===== config.mk =====
export PLATFORM = sky130hd
export DESIGN_NAME = led_mode_switcher
export DESIGN_NICKNAME = d
export VERILOG_FILES = /design/src/rtl/led_mode_switcher.sv
export SDC_FILE = /design/constraint.sdc
export NUM_CORES = 1
export LEC_CHECK = 0
export CAP_MARGIN = 25
export CORE_ASPECT_RATIO = 0.75
export CORE_UTILIZATION = 40
export DETAILED_ROUTE_END_ITERATION = 7
export GPL_ROUTABILITY_DRIVEN = 0
export GPL_TIMING_DRIVEN = 0
export SLEW_MARGIN = 20
export SYNTH_ARGS = -nofsm -noshare
export SYNTH_HDL_FRONTEND = slang
export SYNTH_SLANG_ARGS = --single-unit

===== constraint.sdc =====
create_clock -name clk -period 5.85 [get_ports clk]
set_clock_uncertainty 0.05 [all_clocks]
set_input_delay 1.755 -clock clk [delete_from_list [all_inputs] [get_ports clk]]
set_output_delay 1.755 -clock clk [all_outputs]
set_load 0.02 [all_outputs]

===== src/rtl/led_mode_switcher.sv =====
// rtl/led_mode_switcher.sv - LED pattern mode selector with blanked mode changes and auto-cycle
module led_mode_switcher #(
    parameter int LED_WIDTH    = 8,
    parameter int NUM_MODES    = 4,
    parameter int MODE_W       = $clog2(NUM_MODES + 1),
    parameter int BLANK_CYCLES = 4,
    parameter int DWELL_CYCLES = 50_000_000,
    parameter int ACTIVE_LOW   = 1
) (
    input  logic                           clk,
    input  logic                           rst_n,
    input  logic [NUM_MODES*LED_WIDTH-1:0] mode_patterns,
    input  logic [MODE_W-1:0]              mode_select,
    input  logic                           auto_en,
    output logic [LED_WIDTH-1:0]           signal,
    output logic [MODE_W-1:0]              active_mode,
    output logic                           busy,
    output logic                           mode_changed
);

    localparam int BW = (BLANK_CYCLES > 1) ? $clog2(BLANK_CYCLES) : 1;
    localparam int DW = (DWELL_CYCLES > 1) ? $clog2(DWELL_CYCLES) : 1;
    localparam logic [BW-1:0] BLANK_LOAD = BW'((BLANK_CYCLES > 0) ? BLANK_CYCLES - 1 : 0);
    localparam logic [DW-1:0] DWELL_LAST = DW'(DWELL_CYCLES - 1);
    localparam logic [LED_WIDTH-1:0] OFF = {LED_WIDTH{ACTIVE_LOW != 0}};

    typedef enum logic [1:0] {IDLE, SHOW, BLANK} state_t;

    state_t          state;
    logic [MODE_W-1:0] pending;
    logic [MODE_W-1:0] auto_mode;
    logic [BW-1:0]   blank_cnt;
    logic [DW-1:0]   dwell_cnt;
    logic            auto_en_q;

    logic            auto_rise;
    logic            dwell_wrap;
    logic [MODE_W-1:0] auto_next;
    logic [MODE_W-1:0] auto_tgt;
    logic [MODE_W-1:0] manual_tgt;
    logic [MODE_W-1:0] target;

    function automatic logic [LED_WIDTH-1:0] drive_of(
        input logic [MODE_W-1:0]              m,
        input logic [NUM_MODES*LED_WIDTH-1:0] pats
    );
        logic [LED_WIDTH-1:0] on;
        on = '0;
        for (int k = 1; k <= NUM_MODES; k++) begin
            if (m == MODE_W'(k)) on = pats[(k-1)*LED_WIDTH +: LED_WIDTH];
        end
        return (ACTIVE_LOW != 0) ? ~on : on;
    endfunction

    // The advanced auto mode is visible in the wrap cycle itself, so the blank
    // starts on that edge and each mode is on display for exactly DWELL_CYCLES.
    always_comb begin
        auto_rise  = auto_en & ~auto_en_q;
        dwell_wrap = auto_en & ~auto_rise & (state == SHOW) & (dwell_cnt == DWELL_LAST);
        auto_next  = (auto_mode == MODE_W'(NUM_MODES)) ? MODE_W'(1) : auto_mode + MODE_W'(1);
        auto_tgt   = auto_rise ? MODE_W'(1) : (dwell_wrap ? auto_next : auto_mode);
        manual_tgt = (mode_select != '0 && mode_select <= MODE_W'(NUM_MODES)) ? mode_select : '0;
        target     = auto_en ? auto_tgt : manual_tgt;
    end

    always_ff @(posedge clk) begin
        if (!rst_n) begin
            state        <= IDLE;
            signal       <= OFF;
            active_mode  <= '0;
            busy         <= 1'b0;
            mode_changed <= 1'b0;
            pending      <= '0;
            blank_cnt    <= '0;
            auto_mode    <= MODE_W'(1);
            dwell_cnt    <= '0;
            auto_en_q    <= 1'b0;
        end else begin
            auto_en_q    <= auto_en;
            mode_changed <= 1'b0;

            if (!auto_en) begin
                dwell_cnt <= '0;
            end else if (auto_rise) begin
                auto_mode <= MODE_W'(1);
                dwell_cnt <= '0;
            end else if (state == SHOW) begin
                if (dwell_cnt == DWELL_LAST) begin
                    dwell_cnt <= '0;
                    auto_mode <= auto_next;
                end else begin
                    dwell_cnt <= dwell_cnt + DW'(1);
                end
            end

            case (state)
                IDLE, SHOW: begin
                    if (target != active_mode) begin
                        if (BLANK_CYCLES > 0) begin
                            state     <= BLANK;
                            pending   <= target;
                            blank_cnt <= BLANK_LOAD;
                            busy      <= 1'b1;
                            signal    <= OFF;
                        end else begin
                            active_mode  <= target;
                            mode_changed <= 1'b1;
                            signal       <= drive_of(target, mode_patterns);
                            state        <= (target != '0) ? SHOW : IDLE;
                        end
                    end else begin
                        signal <= drive_of(active_mode, mode_patterns);
                    end
                end
                BLANK: begin
                    signal <= OFF;
                    if (target != pending) begin
                        pending   <= target;
                        blank_cnt <= BLANK_LOAD;
                    end else if (blank_cnt == '0) begin
                        active_mode  <= pending;
                        mode_changed <= 1'b1;
                        busy         <= 1'b0;
                        signal       <= drive_of(pending, mode_patterns);
                        state        <= (pending != '0) ? SHOW : IDLE;
                    end else begin
                        blank_cnt <= blank_cnt - BW'(1);
                    end
                end
                default: begin
                    state  <= IDLE;
                    signal <= OFF;
                    busy   <= 1'b0;
                end
            endcase
        end
    end

endmodule


==> results of run 1 <==
==> critical path, stage by stage <==
cell and delay (ps):
clkdlybuf4s50_1 510, or3b_2 490, clkbuf_1 210, a22o_1 220, a221oi_1 280, o311ai_1 170
nor4_1 760, nand3_1 520, a2bb2oi_1 280
==> power breakdown <==
part | internal [W] | leakage, nW | switching, W
clock network | 0.000183 | 0.0714 | 0.000121
registers | 0.000347 | 0.405 | 0.00000456
logic | 0.0000614 | 0.824 | 0.0000680
total | 0.000590 | 1.30 | 0.000194
==> placed cells by master, fill, tap and decap left out, drive strengths merged, types with 2 or more instances in the layout <==
cell type | synthesis | routed
a211oi | 4 | 4
a21oi | 31 | 31
a22oi | 12 | 12
a2bb2oi | 9 | 9
a31oi | 2 | 2
and2 | 3 | 3
and3 | 6 | 6
and4 | 4 | 4
and4b | 2 | 2
buf | 4 | 4
bufinv | 0 | 2
clkbuf | 20 | 26
clkdlybuf4s50 | 0 | 50
clkinv | 2 | 2
dfxtp | 50 | 50
ha | 5 | 5
inv | 11 | 11
mux2i | 20 | 20
nand2 | 32 | 32
nand2b | 3 | 3
nand3 | 19 | 19
nand3b | 2 | 2
nand4 | 7 | 7
nor2 | 54 | 54
nor2b | 4 | 4
nor3 | 7 | 7
nor4 | 4 | 4
nor4b | 2 | 2
o2111ai | 2 | 2
o21a | 2 | 2
o21ai | 11 | 11
o22ai | 9 | 9
or3 | 5 | 5
or4 | 4 | 4
xnor2 | 8 | 8
xor2 | 14 | 14
==> area by class of cell <==
| type | instances | area, sq um |
|---|---|---|
| Fill cell | 707 | 3535 |
| Multi-Input combinational cell | 306 | 1946 |
| Sequential cell | 50 | 1001 |
| Timing Repair Buffer | 50 | 500.5 |
| Tap cell | 101 | 126.4 |
| Buffer | 24 | 98.84 |
| Clock buffer | 6 | 82.58 |
| Clock inverter | 2 | 60.06 |
| Inverter | 13 | 48.80 |
==> cells in the mapped netlist (4+ instances only) <==
cell type,n
nand2_1,32
mux2i_1,20
a211oi_1,4
and3_1,6
inv_1,11
nand4_1,7
o21ai_0,10
nor2b_1,4
a2bb2oi_1,9
xor2_1,14
a21oi_1,31
a22oi_1,12
nand3_1,19
xnor2_1,8
or3_1,5
dfxtp_1,50
o22ai_1,9
ha_1,5
nor3_1,6
nor2_1,54
clkbuf_1,20
==> flip-flops by register name (all words and copies together) (netlist names) <==
| register | flops |
|---|---|
| active_mode | 3 |
| auto_en_q | 1 |
| auto_mode | 3 |
| blank_cnt | 2 |
| busy | 1 |
| dwell_cnt | 26 |
| mode_changed | 1 |
| pending | 3 |
| signal | 8 |
| state | 2 |
==> worst paths after layout <==
path	startpoint	end	slack [ps]	depth (start not counted)
setup / recovery	auto_en	signal[0]	760	9
hold / removal	blank_cnt[1]	blank_cnt[1]	420	1
setup reg to reg	dwell_cnt[17]	signal[0]	2160	8
hold reg to reg	blank_cnt[1]	blank_cnt[1]	420	1
==> per-stage QoR <==
stage,setup WS (ps),util (%),cells
after floorplan,1771,-,393
after global placement,545.7,50.30,544
after detailed placement,547.3,50.30,544
after CTS,858.0,52.22,552
after global routing,610.2,52.22,552
final,760.5,52.22,552
==> metal layers <==
metal  GRT usage, %  share of wire (%)  wire length, microns  up-vias
met5              0                  0                     0        -
met4          3.478               0.41                    35        0
met3          3.239                6.0                   514        5
met2          30.34                 42                  3565       92
met1          33.30                 52                  4415     1448
li1               -                  -                     -     1536
==> logic make-up after synthesis <==
logic type / after synthesis / share of synthesized area (%)
AO/OA/AOI/OAI: 96 / 20.58
XOR/XNOR: 22 / 6.227
adder cells (fa/ha/maj): 5 / 2.022
buffers and inverters: 37 / 4.771
flip-flops: 50 / 32.35
multiplexers: 21 / 6.834
AND/OR/NAND/NOR: 162 / 27.21
==> metrics.csv, run 1 <==
metric,value,unit
die_area,8095,sq um
gr-usage-all-layers,21.25,%
setup_viol,0,
cp.required,5970,ps
synthFlopType,dfxtp_1,
slew_violations,0,
clock_path_buffers,2,
outcome,finished clean,
criticalPathCategory,primary input to flip-flop,
synth_edf_count,0,
place_hpwl,6.498,mm
synth_nets,436,
postCtsSetupBuffers,0,
cts_max_level,2,
antenna_cells,0,
grt_pass1_vias,2748,
p_per_area,203.0,nW/um^2
hold_buffers,0,
syn_area,3094,sq um
netlist_instances,393,
port_buffers,50,
antenna_found_initial,0,
cts_num_sinks,50,
place_area,3721,sq um
wl_per_cell,15.45,microns
drc,0,
finalSetupTns,0,ps
leakage,1.300,nW
grt_max_degree,16,
synth_seq_area_share,32.35,%
ant_nets,0,
nNetsFinal,493,
synth_area_leaders,"dfxtp_1, nor2_1, mux2i_1",
cts_tree,done,
vias_per_cell,5.582,
yosysTopAreaCell,dfxtp_1,
yosys_warnings,0,
ios,51,
critPathMaxFanout,9,
cts_resized,0,
relSlewSlack,29.61,%
max_freq,196.5,MHz
stdcell_area,3864,sq um
rows,27,
layout_min_cycle_time,5089,ps
cts_root_buf,clkbuf_8,
critPathArrivalTime,5210,ps
synth_top_area_share,32.35,%
syn_area_per_cell,7.873,sq um
die_w,103.6,microns
area_growth,24.87,%
period_share,87.00,%
initial_core_util,41.82,%
end_kind,flip-flop,
worst_slew_pin_slew,1048,ps
drive_gt1_share,4.213,%
final_hold_viol_count,0,
drv_cap,0,
p_total,0.0007845,W
max-vdd-ir-drop,0.0001422,V
numCtsBuffers,5,
ys_types,61,
wl,8.530,mm
first_pass_iters,5,
async_flop_share,0,%
path_clk_slew,90,ps
start_kind,primary input,
clk_latency,300,ps
grt-ovfl-total,0,
grt_pass1_wl,13.97,mm
vias,3081,
ys_ff_latch,50,
core_area,7398,sq um
whs,423.4,ps
rsz0062_at_grt,no,
min_path_type,flip-flop to flip-flop,
initialDrtViolationCount,231,
die_h,78.17,microns
Power figures use the tool's default switching activity.
==> run 2: changes to the inputs <==
- ABC_AREA: default -> 0
- ABC_CLOCK_PERIOD_IN_PS: default -> 5850
==> results of run 2 <==
Same layout as run 1: the final DEF is identical, and so are final timing and power.
==> run 3: changes to the inputs <==
- ABC_CLOCK_PERIOD_IN_PS: 5850 -> 5200
- clock period: 5.85 -> 5.2 ns (I/O delays scaled with it)
==> results of run 3 <==
Same layout as run 1 (identical final DEF). Status: finished clean.
Among the figures that moved: setup slack after placement 547.3 ps -> 92.28 ps; setup slack after layout 760.5 ps -> 305.5 ps; register-to-register setup slack 2160 ps -> 1510 ps; total power 0.0007845 W -> 0.0008825 W; worst IR drop on VDD 0.0001422 V -> 0.0001600 V
